## src/rtl/tankbatt_snd_pkg.sv

```systemverilog
// -----------------------------------------------------------------------------
// tankbatt_snd_pkg
// Shared constants for the Tank Battalion sound generator: sound-latch bit
// indices, noise LFSR seed/taps, engine phase increments, voice gains and the
// 16-bit output saturation helper.
// -----------------------------------------------------------------------------
package tankbatt_snd_pkg;

   // Sound-latch bit assignments (bits 4-7 are stored but have no voice)
   localparam int unsigned SND_ENG_ON = 0;
   localparam int unsigned SND_ENG_HI = 1;
   localparam int unsigned SND_SHOOT  = 2;
   localparam int unsigned SND_HIT    = 3;

   // 17-bit Fibonacci noise LFSR
   localparam int unsigned LFSR_W     = 17;
   localparam logic [16:0] LFSR_SEED  = 17'h00001;
   localparam int unsigned LFSR_TAP_A = 16;
   localparam int unsigned LFSR_TAP_B = 13;

   // Engine phase step per sample tick (low / high pitch)
   localparam logic [7:0] ENG_INC_LO = 8'd2;
   localparam logic [7:0] ENG_INC_HI = 8'd3;

   // Envelope full scale and per-voice gains
   localparam logic [7:0]  ENV_MAX    = 8'd255;
   localparam int unsigned SHOOT_GAIN = 32;
   localparam int unsigned HIT_GAIN   = 48;

   // Clamp an 18-bit signed mix into the 16-bit signed PCM range
   function automatic logic signed [15:0] sat16(input logic signed [17:0] v);
      if (v > 18'sd32767)
         return 16'sh7FFF;
      else if (v < -18'sd32768)
         return 16'sh8000;
      else
         return v[15:0];
   endfunction

endpackage

```

## src/rtl/tankbatt_snd_env.sv

```systemverilog
// -----------------------------------------------------------------------------
// tankbatt_snd_env
// Decaying 8-bit envelope for one triggered voice (shoot or hit).
// A rising edge on the trigger level loads full scale and restarts the rate
// counter; otherwise the envelope drops by one every RATE sample ticks and
// holds at zero.
// Ports:
//   i_clk       system clock
//   i_rst       asynchronous active-high reset
//   i_sample_ce one-clock sample tick
//   i_trig      trigger level (sound-latch bit)
//   o_env       current envelope value
// -----------------------------------------------------------------------------
module tankbatt_snd_env
   import tankbatt_snd_pkg::*;
#(
   parameter int unsigned RATE = 64
) (
   input  logic       i_clk,
   input  logic       i_rst,
   input  logic       i_sample_ce,
   input  logic       i_trig,
   output logic [7:0] o_env
);

   localparam int unsigned   CW       = (RATE > 1) ? $clog2(RATE) : 1;
   localparam logic [CW-1:0] CNT_LAST = CW'(RATE - 1);

   logic          r_prev;
   logic [CW-1:0] r_cnt;
   logic [7:0]    r_env;
   logic          w_rise;

   assign w_rise = i_trig & ~r_prev;

   // A trigger on the same clock as a decrement takes priority
   always_ff @(posedge i_clk or posedge i_rst) begin
      if (i_rst) begin
         r_prev <= 1'b0;
         r_cnt  <= '0;
         r_env  <= '0;
      end else begin
         r_prev <= i_trig;
         if (w_rise) begin
            r_env <= ENV_MAX;
            r_cnt <= '0;
         end else if (i_sample_ce) begin
            if (r_cnt == CNT_LAST) begin
               r_cnt <= '0;
               if (r_env != '0)
                  r_env <= r_env - 8'd1;
            end else begin
               r_cnt <= r_cnt + CW'(1);
            end
         end
      end
   end

   assign o_env = r_env;

endmodule

```

## src/rtl/tankbatt_sound.sv

```systemverilog
// -----------------------------------------------------------------------------
// tankbatt_sound
// Tank Battalion sound generator. Decodes the CPU sound-control latch and
// mixes engine (square wave), shoot (fast noise) and hit (slow noise) voices
// into a saturated 16-bit signed PCM sample updated on a fixed sample tick.
// Ports:
//   clk_sys   system clock (18.432 MHz)
//   reset     asynchronous active-high reset
//   snd_we    one-clock write strobe to the sound latch
//   snd_addr  latch bit index
//   snd_data  value written to the selected latch bit
//   sample_ce one-clock pulse per sample tick
//   audio     signed PCM sample, held between ticks
// -----------------------------------------------------------------------------
module tankbatt_sound
   import tankbatt_snd_pkg::*;
#(
   parameter int unsigned CE_DIV     = 384,
   parameter int unsigned SHOOT_RATE = 64,
   parameter int unsigned HIT_RATE   = 256,
   parameter int unsigned ENG_AMP    = 4096
) (
   input  logic        clk_sys,
   input  logic        reset,
   input  logic        snd_we,
   input  logic [2:0]  snd_addr,
   input  logic        snd_data,
   output logic        sample_ce,
   output logic [15:0] audio
);

   localparam int unsigned   PW        = (CE_DIV > 1) ? $clog2(CE_DIV) : 1;
   localparam logic [PW-1:0] PCNT_LAST = PW'(CE_DIV - 1);
   localparam logic signed [17:0] ENG_P = 18'(ENG_AMP);

   logic [7:0]        r_latch;
   logic [PW-1:0]     r_pcnt;
   logic [LFSR_W-1:0] r_lfsr;
   logic [1:0]        r_slow_cnt;
   logic              r_nz_slow;
   logic [7:0]        r_phase;
   logic signed [15:0] r_audio;

   logic              w_ce;
   logic              w_nz;
   logic [7:0]        w_env_s;
   logic [7:0]        w_env_h;
   logic [17:0]       w_shoot_mag;
   logic [17:0]       w_hit_mag;
   logic signed [17:0] w_eng;
   logic signed [17:0] w_shoot;
   logic signed [17:0] w_hit;
   logic signed [17:0] w_sum;
   logic              w_unused_latch;

   // Sound latch
   always_ff @(posedge clk_sys or posedge reset) begin
      if (reset)
         r_latch <= '0;
      else if (snd_we)
         r_latch[snd_addr] <= snd_data;
   end

   assign w_unused_latch = &{1'b0, r_latch[7:4]};

   // Sample-tick prescaler
   always_ff @(posedge clk_sys or posedge reset) begin
      if (reset)
         r_pcnt <= '0;
      else if (r_pcnt == PCNT_LAST)
         r_pcnt <= '0;
      else
         r_pcnt <= r_pcnt + PW'(1);
   end

   assign w_ce      = (r_pcnt == PCNT_LAST);
   assign sample_ce = w_ce;

   // Noise sources, engine phase and the output sample all advance on the tick
   always_ff @(posedge clk_sys or posedge reset) begin
      if (reset) begin
         r_lfsr     <= LFSR_SEED;
         r_slow_cnt <= '0;
         r_nz_slow  <= 1'b0;
         r_phase    <= '0;
         r_audio    <= '0;
      end else if (w_ce) begin
         r_lfsr     <= {r_lfsr[LFSR_W-2:0], r_lfsr[LFSR_TAP_A] ^ r_lfsr[LFSR_TAP_B]};
         r_slow_cnt <= r_slow_cnt + 2'd1;
         if (r_slow_cnt == 2'd3)
            r_nz_slow <= r_lfsr[0];
         r_phase    <= r_phase + (r_latch[SND_ENG_HI] ? ENG_INC_HI : ENG_INC_LO);
         r_audio    <= sat16(w_sum);
      end
   end

   assign w_nz = r_lfsr[0];

   tankbatt_snd_env #(.RATE(SHOOT_RATE)) u_env_shoot (
      .i_clk       (clk_sys),
      .i_rst       (reset),
      .i_sample_ce (w_ce),
      .i_trig      (r_latch[SND_SHOOT]),
      .o_env       (w_env_s)
   );

   tankbatt_snd_env #(.RATE(HIT_RATE)) u_env_hit (
      .i_clk       (clk_sys),
      .i_rst       (reset),
      .i_sample_ce (w_ce),
      .i_trig      (r_latch[SND_HIT]),
      .o_env       (w_env_h)
   );

   // Voice contributions and mix (uses pre-update register values)
   assign w_shoot_mag = 18'(w_env_s) * 18'(SHOOT_GAIN);
   assign w_hit_mag   = 18'(w_env_h) * 18'(HIT_GAIN);

   assign w_eng   = !r_latch[SND_ENG_ON] ? '0 : (r_phase[7] ? ENG_P : -ENG_P);
   assign w_shoot = w_nz      ? $signed(w_shoot_mag) : -$signed(w_shoot_mag);
   assign w_hit   = r_nz_slow ? $signed(w_hit_mag)   : -$signed(w_hit_mag);
   assign w_sum   = w_eng + w_shoot + w_hit;

   assign audio = r_audio;

endmodule

```

## config.mk

```make
export PLATFORM = sky130hd
export DESIGN_NAME = tankbatt_sound
export DESIGN_NICKNAME = d
export VERILOG_FILES = /design/src/rtl/tankbatt_snd_pkg.sv /design/src/rtl/tankbatt_snd_env.sv /design/src/rtl/tankbatt_sound.sv
export SDC_FILE = /design/constraint.sdc
export NUM_CORES = 1
export LEC_CHECK = 0
export BUFFER_PORTS_ARGS = -buffer_cell sky130_fd_sc_hd__buf_4
export CAP_MARGIN = 20
export CORE_ASPECT_RATIO = 0.7
export CORE_UTILIZATION = 36
export CTS_CLUSTER_SIZE = 16
export DETAILED_ROUTE_END_ITERATION = 16
export PLACE_DENSITY_LB_ADDON = 0.05
export SKIP_LAST_GASP = 1
export SLEW_MARGIN = 0
export SYNTH_ARGS = -nofsm -noshare
export SYNTH_HDL_FRONTEND = slang
export SYNTH_SLANG_ARGS = --single-unit
```

## constraint.sdc

```tcl
create_clock -name clk_sys -period 7.93 [get_ports clk_sys]
set_input_delay 1.1895 -clock clk_sys [delete_from_list [all_inputs] [get_ports clk_sys]]
set_output_delay 1.1895 -clock clk_sys [all_outputs]
set_load 0.005 [all_outputs]
```

Word level (Yosys, flattened, before mapping)
Index checks and enable logic that the tools add are counted.
{"block": "word_totals", "register_bits": 93, "inputBits": 7, "output_inout_bits": 17, "wordCells": 75}
{"block": "op_classes", "n_addsub": 11, "multipliers": 1, "n_lt_le_gt_ge": 4, "n_eq_ne": 4, "muxes": 25, "bitwise": 5, "reduce_logical": 12}
{"op": "8-bit two-way mux", "count": 11}
{"op": "18-bit two-way mux", "count": 4}
{"op": "18-bit adder", "count": 2}
{"op": "16-bit two-way mux", "count": 2}
{"op": "18-bit by 16-bit > comparator with 1-bit output, second input constant", "count": 1}
{"op": "18-bit by 16-bit < comparator with 1-bit output, second input constant", "count": 1}
{"op": "6-bit two-way mux", "count": 3}
{"op": "13-bit negator with 18-bit output", "count": 1}
{"op": "14-bit negator with 18-bit output", "count": 1}
{"op": "8-bit nonzero test", "count": 2}
{"op": "8-bit by 1-bit subtractor with 8-bit output, second input constant", "count": 2}
{"op": "2-bit nonzero test", "count": 6}
{"op": "8-bit by 2-bit multiplier with 10-bit output, second input constant", "count": 1}
{"op": "9-bit by 1-bit adder with 9-bit output, second input constant", "count": 1}
{"op": "9-bit equality test, second input constant", "count": 1}
{"op": "9-bit two-way mux", "count": 1}
{"op": "8-bit by 1-bit adder with 8-bit output, second input constant", "count": 1}
{"op": "8-bit by 2-bit adder with 8-bit output", "count": 1}
{"op": "8-bit bitwise mux", "count": 1}
{"op": "8-bit equality test, second input constant", "count": 1}
{"op": "6-bit by 1-bit adder with 6-bit output, second input constant", "count": 1}
{"op": "6-bit equality test, second input constant", "count": 1}
{"op": "3-bit AND reduction", "count": 2}
{"op": "3-bit by 4-bit < comparator with 1-bit output, second input constant", "count": 1}
{"op": "other kinds (10)", "count": 13}

Logic depth before layout (Yosys ltp)
Gate-level depths: netlist of run 1.
{"block": "depth", "ltp_word": 7, "ltp_mapped": 20, "ltp_nobuf": 20}

Hierarchy
From an unflattened synthesis of run 1, not the netlist that was laid out.
{"block": "unflattened", "cells_unflattened": 592, "area_unflattened_um2": 5549.1}
{"mod": "tankbatt_sound", "instances": 1, "cells_per_inst": 420, "area_each_um2": 3788.6, "seq_area_each_um2": 1352.5}
{"mod": "tankbatt_snd_env (u_env_hit)", "instances": 1, "cells_per_inst": 93, "area_each_um2": 943.4, "seq_area_each_um2": 425.4}
{"mod": "tankbatt_snd_env (u_env_shoot)", "instances": 1, "cells_per_inst": 79, "area_each_um2": 817.0, "seq_area_each_um2": 375.4}

Worst setup path after synthesis of run 1
Ideal clock, no wire load.
{"block": "synth_path", "path_kind": "register to register", "from": "reg u_env_hit.r_env[0], in the netlist u_env_hit.o_env[0]", "to": "reg r_audio[10], in the netlist audio[10]", "setup_ns": 0.124, "t_arrival_ns": 4.327, "required_ns": 7.806, "slack_ns": 3.479, "stages_incl_launch_ff": 19, "path_buffers": 0, "period_less_slack_ns": 4.451, "path_cell_list": "dfrtp_1 -> ha_1 -> inv_1 -> fa_1 -> nand2b_1 -> a2111o_1 -> o311ai_2 -> a211oi_4 -> a31oi_4 -> fa_1 -> ha_1 -> nand2_1 -> nor2_1 -> a211oi_1 -> o21ai_0 -> xnor2_2 -> xnor2_4 -> a21oi_4 -> a211o_1"}
{"block": "synth_via", "elab_chain_cells": 7, "elab_cells_between_ends": 8, "cone_classes": "add/sub (2); mul (1); order compare (2); mux (3)"}
{"item": "from (decl)", "line": "tankbatt_snd_env.sv:31", "text": "logic [7:0] r_env;"}
{"item": "from (signal assigned)", "line": "tankbatt_snd_env.sv:51", "text": "r_env <= r_env - 8'd1;"}
{"item": "8-bit by 2-bit multiplier with 10-bit output *", "line": "tankbatt_sound.sv:117", "text": "assign w_hit_mag = 18'(w_env_h) * 18'(HIT_GAIN);"}
{"item": "14-bit negator with 18-bit output", "line": "tankbatt_sound.sv:121", "text": "assign w_hit = r_nz_slow ? $signed(w_hit_mag) : -$signed(w_hit_mag);"}
{"item": "18-bit two-way mux *", "line": "tankbatt_sound.sv:121"}
{"item": "18-bit adder *", "line": "tankbatt_sound.sv:122", "text": "assign w_sum = w_eng + w_shoot + w_hit;"}
{"item": "18-bit by 16-bit < comparator with 1-bit output", "line": "tankbatt_snd_pkg.sv:34", "text": "else if (v < -18'sd32768)"}
{"item": "16-bit two-way mux", "line": "tankbatt_snd_pkg.sv:34"}
{"item": "16-bit two-way mux *", "line": "tankbatt_snd_pkg.sv:32", "text": "if (v > 18'sd32767)"}
{"item": "to (signal assigned)", "line": "tankbatt_sound.sv:93", "text": "r_audio <= sat16(w_sum);"}
{"item": "to (decl)", "line": "tankbatt_sound.sv:42", "text": "logic signed [15:0] r_audio;"}
Every way passes the cells marked *; elsewhere a longest branch is shown, timed or not.
A chain may end at the register's enable or synchronous reset.

Worst setup path after layout of run 1
{"block": "layout_path", "from": "reg u_env_hit.r_env[0], in the netlist u_env_hit.o_env[0]", "to": "reg r_audio[8], in the netlist audio[8]"}
Same word-level chain as after synthesis.

==> results by group, run 1 <==
Drt
  – Final ANT Viol Nets: 0
  – Via count: 4049
  – DRT Pass-1 Iters: 7
  – Final wirelength: ~12000 um
  – Number of DRC markers in iteration 0: 175
  – Vias per cell: 5.017
  – DRC: 0
  – Drt wl/cell: ~14 um

Setup path
  – Critical-path cell list: ha_1 > inv_1 > fa_1 > nand2b_1 > a21oi_1 > xor2_1 > nor3_1 > a21oi_1 > xnor2_1 > fa_1 > ha_1 > nor4_1 > o21ai_1 > nand2_1 > o21ai_0 > xnor2_2 > xnor2_4 > a21oi_4 > a211o_1
  – Crit start category: flip-flop
  – Crit path DAT: 5.28 ns
  – CP Capture Type: flip-flop
  – CP Max Fanout: 9
  – Crit path required time: 8.15 ns
  – Crit path largest cell delay: 0.45 ns
  – WS Path Type: flip-flop to flip-flop
  – Slowest CP cell: fa_1

Floorplanning
  – Initial Util: 0.3736
  – Number of placement rows: 37
  – Die H: 105.9 um
  – Core area: 14860 um2
  – Die Wd: ~150 um
  – Overall die area: 15930 um2
  – Number of I/O pins: 24

Timing
  – Clk_skew: 0.008230 ns
  – Final hold vios: 0
  – RSZ-0062 raised after global routing: false
  – Worst-Margin Slew: 0.9376 ns
  – Finish-stage setup viols: 0
  – Tcrit/Tclk final: 0.6384
  – Sum Neg Setup Slack: 0 ns
  – Tmin final: 5.062 ns
  – Rel. slew slack: 0.3750
  – Max frequency: 197.5 MHz
  – Fin. max-slew vios: 0

Power
  – Max rail drop VDD: 0.1024 mV
  – P per Cell Area: 224.0 nW/um2
  – Lkg Pwr: 2.922 nW
  – Total power: 0.001398 W

Placed design
  – IO buf count: 23
  – GP Congestion: 0.7717
  – DP Cell Count: 790
  – HPWL Detailed: 8582 um
  – Cell Area, Placed: between 5000 and 6000 um2

GRT
  – First-pass GRT wire length: 19840 um
  – Initial antenna violation count: 0
  – Total track usage: 0.1584
  – Largest net degree at the start of global routing: 75
  – Vias in the first global route: 3900
  – GRT overflow: 0

CTS
  – Post-CTS Setup Repair Bufs: 0
  – Root buf cell: clkbuf_16
  – H-tree lvl count: 3
  – TritonCTS clock tree: yes
  – CTS Hold Bufs: 0
  – Clock slew at reported path FFs: 0.06 ns
  – # clock sinks: between 80 and 90
  – Clock Tree Buf Depth: 2
  – CTS buffer count: 9
  – Skew-Pair Late Insertion Delay: 0.33 ns
  – CTS resizes: 0

Outcome
  – Status: complete, no violations

Finish
  – Area Overhead vs Synth: 12.40%
  – Share of cells above drive strength 1: 0.1176
  – Post-route cell area: 6240 um2
  – Commonest non-fill, non-tap cells in the layout: nand2_1, dfrtp_1, ha_1, nor2_1, a21oi_1
  – Layout Nets: 666
  – Layout filler cell count: 1457
  – Commonest non-fill, non-tap cell in the layout: nand2_1
  – Antenna Cells: 0
  – Fin cells: 807

Yosys
  – Synthesis warning total: 0
  – Synthesized cell area: roughly 5600 um2
  – Synth Instances: 591
  – Post-synthesis sequential area ratio: 0.3879
  – Post-synth EDFFs: 0
  – Prevailing post-synth register cell: dfrtp_1
  – #FFs+latches synth: 86
  – Syn_nets: 650
  – Ys async rst share: 1.000
  – Mean post-synth cell area: around 9.4 um2
  – Cell variety after synth: 70

Run
  – Max Cap Violations: 0

Min path
  – Hold Path Class: flip-flop to flip-flop
[worst paths after layout]
check                                        start               end  slack, ns  cells after the start
worst max-delay path            u_env_hit.o_env[0]          audio[8]       2.87                     19
min in group asynchronous                    reset        r_latch[1]       0.77                      2
max in group asynchronous                    reset         r_nz_slow       5.97                      3
worst max register to register  u_env_hit.o_env[0]          audio[8]       2.87                     19
worst min-delay path                    r_latch[3]  u_env_hit.r_prev       0.42                      0
worst min register to register          r_latch[3]  u_env_hit.r_prev       0.42                      0
[Yosys cell counts, types with 3 or more instances]
cell type	count	area, um2
mux2_2	6	67.56
inv_1	28	105.1
or3_1	3	18.77
o21ai_0	28	140.1
dfrtp_1	85	2127
and2_1	10	62.56
xor2_1	24	210.2
nor2_1	40	150.1
nand2b_1	8	50.05
a311oi_1	4	35.03
clkbuf_1	12	45.04
a31oi_1	5	31.28
or2_2	3	18.77
fa_1	7	140.1
nor3_1	8	40.04
nor3b_1	6	45.04
nand3_1	17	85.08
a21o_1	3	22.52
buf_2	4	20.02
a21oi_1	34	170.2
nor4_1	3	18.77
ha_1	45	563.0
buf_4	3	22.52
nor2b_1	6	37.54
a211o_1	9	78.83
and3_1	10	62.56
xnor2_1	27	236.5
nand4_1	10	62.56
nand2_1	92	345.3
[cells by family (layout without fill, tap and decap cells)]
| family | after synthesis | count (layout) | share of synthesized area |
|---|---|---|---|
| AOI/OAI and AO/OA | 114 | 114 | 0.1429 |
| and+or+nand+nor | 229 | 229 | 0.2033 |
| xor gates and xnor gates | 53 | 53 | 0.08835 |
| DFF | 86 | 86 | 0.3879 |
| buffers and inverters | 51 | 72 | 0.03876 |
| muxes | 6 | 6 | 0.01217 |
| adders and majority gates | 52 | 52 | 0.1267 |
[layer usage]
metal / track usage / part of all wire / vias to the layer above
met5: 0 / 0 / -
met4: 0.03680 / 0.0058 / 0
met3: 0.03262 / 0.027 / 5
met2: 0.2275 / 0.41 / 51
met1: 0.2404 / 0.55 / 1919
li1: - / - / 2074
[area by class of cell]
| type | instances | area, um2 | area share |
|---|---|---|---|
| clock inverters | 7 | 127.6 | 0.02045 |
| flip-flops and latches | 86 | 2153 | 0.3451 |
| repair buffers | 26 | 192.7 | 0.03088 |
| inverters | 30 | 113.9 | 0.01825 |
| well taps | 195 | 244.0 | 0.03910 |
| clock buffers | 9 | 225.2 | 0.03609 |
| multi-input cells | 454 | 3183 | 0.5101 |
[sequential cells by signal, indices dropped and copies added (netlist names), 2 cells and up]
| register | cells |
|---|---|
| audio | 13 |
| u_env_hit.r_cnt | 8 |
| u_env_hit.o_env | 8 |
| r_pcnt | 9 |
| r_latch | 4 |
| u_env_shoot.o_env | 8 |
| r_slow_cnt | 2 |
| r_lfsr | 17 |
| r_phase | 8 |
| u_env_shoot.r_cnt | 6 |
[where the power goes]
part	switching (W)	total, W	leakage [nW]	internal (W)
Combinational	0.000265	0.000434	1.66	0.000169
Sequential	0.0000167	0.000469	1.09	0.000452
Clock	0.000182	0.000495	0.173	0.000313
Total	0.000463	0.00140	2.92	0.000934
[critical path: cells and delay by family, from the launching register on]
kind	cells	cell delay, ns
adders and majority gates	4	1.36
AOI/OAI and AO/OA	6	1.04
and+or+nand+nor	4	1.03
xor gates and xnor gates	4	0.98
DFF	1	0.44
buffers and inverters	1	0.07
[through the flow]
step	hold slack [ns]	utilization	setup WS, ns
after floorplan	0.3827	-	3.479
after global placement	0.3996	0.3958	2.937
after detailed placement	0.4170	0.3958	2.847
after CTS	0.4250	0.4196	2.832
after global routing	0.4310	0.4199	2.445
final	0.4222	0.4199	2.868
(Power assumes the default switching activity.)
==> run 2: changes to the inputs <==
- clock period: 7.93 -> 4.9 ns (I/O delays scaled with it)
==> run 2 against run 1 <==
  * Global-route usage is essentially flat
  * Largest cell class unchanged
  * Critical path depth is the same
  * Critical path type unchanged
  * Cell area grew 4.4%
  * Largest power group is now combinational logic
  * Non-clock buffer count grew 18
  * Hold slack gained 0.014 ns
==> results by group, run 2 (synthesized netlist as in run 1, its figures left out) <==
Setup path
  – Crit path required time: 5.12 ns (was 8.15 ns)
  – Path depth of the worst reg2reg path: 19 (unchanged)
  – CP Max Fanout: 8 (was 9)
  – Crit path DAT: 4.92 ns (was 5.28 ns)
  – R2r startpoint: u_env_hit.o_env[1] (was u_env_hit.o_env[0])
  – WS Path Type: flip-flop to flip-flop (unchanged)
  – R2R Setup Slk: 0.20 ns (was 2.87 ns)
  – CP Capture Type: flip-flop (unchanged)
  – Reg-to-Reg End: audio[8] (unchanged)
  – Crit start category: flip-flop (unchanged)

Finish
  – Layout filler cell count: 1443 (was 1457)
  – Register with the most flip-flops: r_lfsr (unchanged)
  – Area Overhead vs Synth: 17.33% (was 12.40%)
  – Commonest non-fill, non-tap cells in the layout: nand2_1, dfrtp_1, buf_4, nor2_1, ha_1 (was nand2_1, dfrtp_1, ha_1, nor2_1, a21oi_1)
  – Multi-input gate area: 3327 um2 (was 3183 um2)
  – Sequential cell area: 2155 um2 (was 2153 um2)
  – Max FFs per register: 17 (unchanged)
  – Post-route cell area: 6514 um2 (was 6240 um2)
  – Commonest non-fill, non-tap cell in the layout: nand2_1 (unchanged)
  – Share of cells above drive strength 1: 0.1933 (was 0.1176)
  – Layout Nets: 685 (was 666)
  – Antenna Cells: 0 (unchanged)

Timing
  – Final hold vios: 0 (unchanged)
  – Tcrit/Tclk final: 0.9586 (was 0.6384)
  – Worst-Margin Slew: 0.7941 ns (was 0.9376 ns)
  – Max frequency: 212.9 MHz (was 197.5 MHz)
  – Clk_skew: 0.009987 ns (was 0.008230 ns)
  – Sum Neg Setup Slack: 0 ns (unchanged)
  – Finish-stage setup viols: 0 (unchanged)
  – Fin. max-slew vios: 0 (unchanged)
  – Rel. slew slack: 0.4677 (was 0.3750)
  – Tmin final: 4.697 ns (was 5.062 ns)

GRT
  – Largest net degree at the start of global routing: 46 (was 75)
  – GRT overflow: 0 (unchanged)
  – Total track usage: 0.1584 (about the same)
  – Vias in the first global route: 3988 (was 3900)
  – Initial antenna violation count: 0 (unchanged)
  – First-pass GRT wire length: 19970 um (was 19840 um)

Outcome
  – Status: complete, no violations (unchanged)

Drt
  – Drt wl/cell: 14.34 um (was 14.36 um)
  – DRT Pass-1 Iters: 4 (was 7)
  – Final wirelength: 11840 um (was 11590 um)
  – Final ANT Viol Nets: 0 (unchanged)
  – Number of DRC markers in iteration 0: 265 (was 175)
  – Via count: 4114 (was 4049)
  – Vias per cell: 4.981 (was 5.017)
  – DRC: 0 (unchanged)

Power
  – Sequential Power Share: 0.322 (was 0.336)
  – Clk pwr share: 0.322 (was 0.354)
  – Max rail drop VDD: 0.1472 mV (was 0.1024 mV)
  – Comb pwr share: 0.355 (was 0.310)
  – P per Cell Area: 359.1 nW/um2 (was 224.0 nW/um2)
  – Switching share of power: 0.3412 (was 0.3315)
  – Total power: 0.002339 W (was 0.001398 W)
  – P_int: 0.001541 W (was 0.0009343 W)
  – Lkg Pwr: 3.002 nW (was 2.922 nW)
  – Sw power: 0.0007982 W (was 0.0004633 W)

CTS
  – TritonCTS clock tree: yes (unchanged)
  – Root buf cell: clkbuf_16 (unchanged)
  – CTS buffer count: 9 (unchanged)
  – Clock Tree Buf Depth: 2 (unchanged)
  – Skew-Pair Late Insertion Delay: 0.34 ns (was 0.33 ns)
  – # clock sinks: 86 (unchanged)
  – CTS Hold Bufs: 0 (unchanged)
  – Clock slew at reported path FFs: 0.07 ns (was 0.06 ns)
  – H-tree lvl count: 3 (unchanged)

Floorplanning
  – Initial Util: 0.3736 (unchanged)
  – Die Wd: 150.4 um (unchanged)
  – Overall die area: 15930 um2 (unchanged)
  – Number of I/O pins: 24 (unchanged)
  – Number of placement rows: 37 (unchanged)
  – Core area: 14860 um2 (unchanged)
  – Die H: 105.9 um (unchanged)

Placed design
  – Cell Area, Placed: 5987 um2 (was 5882 um2)
  – GP Congestion: 0.7780 (was 0.7717)
  – HPWL Detailed: 8632 um (was 8582 um)
  – IO buf count: 23 (unchanged)

Min path
  – Hold Path Class: flip-flop to flip-flop (unchanged)
  – Worst hold path cell count: 0 (unchanged)
  – Worst min-delay path startpoint: r_latch[3] (unchanged)
  – Worst Hold Path EP: u_env_hit.r_prev (unchanged)

Run
  – Max Cap Violations: 0 (unchanged)
[run 2: area by class of cell]
cell class,count,area share
clock buffer,9,0.03458
sequential,86,0.3308
tap,195,0.03746
multi-input combinational,455,0.5108
timing repair buffer,44,0.05321
inverter,30,0.01748
clock inverter,7,0.01575
[run 2: worst max-delay path, stage by stage, from the launching register on]
cell	delay (ns)
dfrtp_1	0.41
ha_2	0.22
inv_1	0.06
fa_2	0.34
nand2b_4	0.17
a21oi_4	0.18
o311ai_4	0.14
a211oi_4	0.36
a21oi_2	0.11
xor2_1	0.18
fa_2	0.55
inv_1	0.05
ha_2	0.20
nor3_1	0.24
nand3_1	0.17
nand4_1	0.11
or3b_2	0.52
nor2_4	0.18
nor3_4	0.08
a211o_1	0.29
[run 2: how the worst max path moves through the flow]
stage,end,from,cells after the start,slack [ns]
final,audio[8],u_env_hit.o_env[1],19,0.20
after CTS,audio[5],u_env_hit.o_env[1],19,0.002
after floorplan,audio[10],u_env_hit.o_env[0],18,0.45
after detailed placement,audio[5],u_env_hit.o_env[1],19,-0.08
after global placement,audio[5],u_env_hit.o_env[1],19,0.02
after global routing,audio[8],u_env_hit.o_env[1],19,-0.03
[run 2: through the flow]
stage / instances / hold slack (ns) / utilization / setup WS [ns]
floorplan: 591 / 0.3827 / - / 0.4488
global placement: 804 / 0.3993 / 0.4029 / 0.02298
detailed placement: 804 / 0.4152 / 0.4029 / -0.08480
CTS: 820 / 0.4394 / 0.4253 / 0.001989
global route: 826 / 0.4575 / 0.4383 / -0.03494
finish: 826 / 0.4361 / 0.4383 / 0.2027
[run 2: timing repair]
item | CTS | global route
pin swaps | 1 | 12
buffers inserted | 0 | 5
resized for setup | 1 | 38
setup endpoints to repair | 9 | 13
cloned | 0 | 1
[run 2: per-layer routing]
| layer | track usage | vias up | share of wire | routed length (um) |
|---|---|---|---|---|
| met5 | 0 | - | 0 | 0 |
| met4 | 0.03463 | 0 | 0.0083 | 98 |
| met3 | 0.02876 | 8 | 0.028 | 328 |
| met2 | 0.2251 | 54 | 0.42 | 4954 |
| met1 | 0.2454 | 1938 | 0.55 | 6459 |
| li1 | - | 2114 | - | - |
[run 2: power groups by stage]
stage / registers, W / clock network (W) / logic [W]
finish: 0.000754 / 0.000754 / 0.000831
global route: 0.000755 / 0.000810 / 0.000936
CTS: 0.000752 / 0.000778 / 0.000760
detailed placement: 0.000766 / 0 / 0.000745
global placement: 0.000765 / 0 / 0.000739
floorplan: 0.000764 / 0 / 0.000531
==> run 3: changes to the inputs <==
- CELL_PAD_IN_SITES_DETAIL_PLACEMENT: not set -> 0
- CELL_PAD_IN_SITES_GLOBAL_PLACEMENT: not set -> 2
- RECOVER_POWER: not set -> 50
==> run 3 against run 2 <==
  * The flow now finishes with violations (capacitance limit, slew limit)
  * Setup slack got worse by 0.022 ns
  * Sequential share of layout area decreased by 0.58 points
  * Critical path depth unchanged
  * Total power increased by 2.0%
  * Register-to-register slack got worse by 0.02 ns
  * Highest routed layer unchanged
==> results by group, run 3 (synthesized netlist as in run 1, its figures left out) <==
Outcome
  – Status: complete, but fails checks (was complete, no violations)
  – Failing checks: capacitance limit, slew limit

Power
  – Switching share of power: 0.3587 (was 0.3412)
  – Comb pwr share: 0.385 (was 0.355)
  – Max rail drop VDD: 0.1441 mV (was 0.1472 mV)
  – Sw power: 0.0008560 W (was 0.0007982 W)
  – Sequential Power Share: 0.318 (was 0.322)
  – Clk pwr share: 0.297 (was 0.322)
  – Lkg Pwr: 3.042 nW (was 3.002 nW)
  – P_int: 0.001530 W (was 0.001541 W)
  – P per Cell Area: 359.7 nW/um2 (was 359.1 nW/um2)

CTS
  – Clock slew at reported path FFs: 0.07 ns (about the same)
  – TritonCTS clock tree: yes (unchanged)
  – Clock Tree Buf Depth: 2 (unchanged)
  – CTS Hold Bufs: 0 (unchanged)
  – CTS buffer count: 9 (unchanged)
  – Root buf cell: clkbuf_16 (unchanged)
  – H-tree lvl count: 3 (unchanged)
  – Skew-Pair Late Insertion Delay: 0.34 ns (about the same)
  – # clock sinks: 86 (unchanged)

Placed design
  – IO buf count: 23 (unchanged)
  – HPWL Detailed: 8968 um (was 8632 um)
  – Cell Area, Placed: 6002 um2 (was 5987 um2)
  – GP Congestion: 0.8062 (was 0.7780)
  – DP Cell Count: 806 (was 804)

Floorplanning
  – Number of placement rows: 37 (unchanged)
  – Overall die area: 15930 um2 (unchanged)
  – Die H: 105.9 um (unchanged)
  – Initial Util: 0.3736 (unchanged)
  – Die Wd: 150.4 um (unchanged)
  – Number of I/O pins: 24 (unchanged)
  – Core area: 14860 um2 (unchanged)

Min path
  – Worst hold path cell count: 0 (unchanged)
  – Hold Path Class: flip-flop to flip-flop (unchanged)

Timing
  – Rel. slew slack: -0.3096 (was 0.4677)
  – Max frequency: 211.9 MHz (was 212.9 MHz)
  – Final hold vios: 0 (unchanged)
  – Finish-stage setup viols: 0 (unchanged)
  – Clk_skew: 0.01082 ns (was 0.009987 ns)
  – Tcrit/Tclk final: 0.9632 (was 0.9586)
  – Tmin final: 4.720 ns (was 4.697 ns)
  – Fin. max-slew vios: 37 (was 0)
  – Worst-Margin Slew: 1.964 ns (was 0.7941 ns)

Setup path
  – WS Path Type: flip-flop to flip-flop (unchanged)
  – Crit path DAT: 4.95 ns (was 4.92 ns)
  – Crit start category: flip-flop (unchanged)
  – R2r startpoint: u_env_hit.o_env[1] (unchanged)
  – R2R Setup Slk: 0.18 ns (was 0.20 ns)
  – CP startpoint: u_env_hit.o_env[1] (unchanged)
  – Crit path required time: 5.13 ns (was 5.12 ns)
  – CP endpoint: audio[8] (unchanged)
  – CP Max Fanout: 5 (was 8)
  – CP Capture Type: flip-flop (unchanged)
  – Reg-to-Reg End: audio[8] (unchanged)
  – Path depth of the worst reg2reg path: 19 (unchanged)

GRT
  – Initial antenna violation count: 0 (unchanged)
  – GR peak layer: met1 (unchanged)
  – Largest net degree at the start of global routing: 56 (was 46)
  – Global routing usage on met3: 0.03519 (was 0.02876)
  – Grt met1 use: 0.2427 (was 0.2454)
  – Vias in the first global route: 3981 (was 3988)
  – Total track usage: 0.1623 (was 0.1584)
  – First-pass GRT wire length: 20150 um (was 19970 um)
  – Met2 usage: 0.2370 (was 0.2251)
  – GRT overflow: 0 (unchanged)

Finish
  – Antenna Cells: 0 (unchanged)
  – Max FFs per register: 17 (unchanged)
  – Post-route cell area: 6634 um2 (was 6514 um2)
  – Share of cells above drive strength 1: 0.2174 (was 0.1933)
  – Layout filler cell count: 1467 (was 1443)
  – Area Overhead vs Synth: 19.50% (was 17.33%)
  – Register with the most flip-flops: r_lfsr (unchanged)
  – Commonest non-fill, non-tap cells in the layout: nand2_1, dfrtp_1, buf_4, nor2_1, ha_1 (unchanged)
  – Commonest non-fill, non-tap cell in the layout: nand2_1 (unchanged)
  – Layout Nets: 698 (was 685)
  – Fin cells: 839 (was 826)

Drt
  – Vias per cell: 5.088 (was 4.981)
  – Number of DRC markers in iteration 0: 184 (was 265)
  – Final wirelength: 12640 um (was 11840 um)
  – DRT Pass-1 Iters: 6 (was 4)
  – Via count: 4269 (was 4114)
  – DRC: 0 (unchanged)
  – Final ANT Viol Nets: 0 (unchanged)
  – Drt wl/cell: 15.06 um (was 14.34 um)

Run
  – Max Cap Violations: 1 (was 0)
==> run 3: metrics by stage <==
stage	hold WS (ns)	worst slack, ns	TNS [ns]	total power, W	util
4_1_cts	0.4227	0.008366	0	0.002281	0.4259
6_report	0.4187	0.1804	0	0.002386	0.4464
3_3_place_gp	0.4028	-0.08522	-0.1633	0.001538	0.4039
5_1_grt	0.4463	-0.04688	-0.05263	0.002554	0.4464
2_1_floorplan	0.3827	0.4488	0	0.001296	-
3_5_place_dp	0.4089	-0.1007	-0.1887	0.001539	0.4039
==> run 3: timing repair <==
action / in CTS / in global routing
resized for setup: 1 / 53
gates cloned: 0 / 1
buffers inserted: 2 / 13
pin swaps: 1 / 23
setup endpoints to repair: 2 / 13
==> run 3: how the worst min path moves through the flow <==
stage | start | to | slack [ns]
floorplan | r_latch[3] | u_env_hit.r_prev | 0.38
global placement | r_latch[3] | u_env_hit.r_prev | 0.40
detailed placement | r_latch[3] | u_env_hit.r_prev | 0.41
CTS | r_latch[3] | u_env_hit.r_prev | 0.42
global route | r_latch[3] | u_env_hit.r_prev | 0.45
finish | r_latch[3] | u_env_hit.r_prev | 0.42
==> run 3: worst max-delay path: stages, from the launching register on <==
cell	delay, ns
dfrtp_2	0.44
buf_4	0.14
ha_1	0.23
a211oi_4	0.29
o21ai_1	0.12
a211o_1	0.31
a211oi_4	0.36
a21oi_2	0.10
xor2_1	0.16
fa_1	0.51
inv_1	0.04
ha_1	0.23
nor3_1	0.19
nand3_1	0.15
nand4_1	0.12
or3b_2	0.53
nor2_4	0.18
nor3_4	0.06
buf_4	0.17
a211o_1	0.26
==> run 3: power groups by stage <==
stage	Combinational [W]	Clock (W)	Sequential [W]
6_report	0.000919	0.000709	0.000758
5_1_grt	0.00103	0.000765	0.000761
4_1_cts	0.000794	0.000735	0.000752
3_5_place_dp	0.000774	0	0.000766
3_3_place_gp	0.000773	0	0.000765
2_1_floorplan	0.000531	0	0.000764
==> run 3: layout make-up <==
type,count,area (um2),area share
timing repair buffer,57,417.9,0.06300
clock buffer,9,225.2,0.03395
clock inverter,7,80.08,0.01207
multi-input combinational,455,3397,0.5121
tap,195,244.0,0.03678
inverter,30,113.9,0.01716
sequential,86,2156,0.3250
==> run 3: metal layers <==
metal / share of wire / up-vias
met4: 0.0082 / 0
met2: 0.44 / 53
li1: - / 2142
met5: 0 / -
met1: 0.53 / 2065
met3: 0.027 / 9
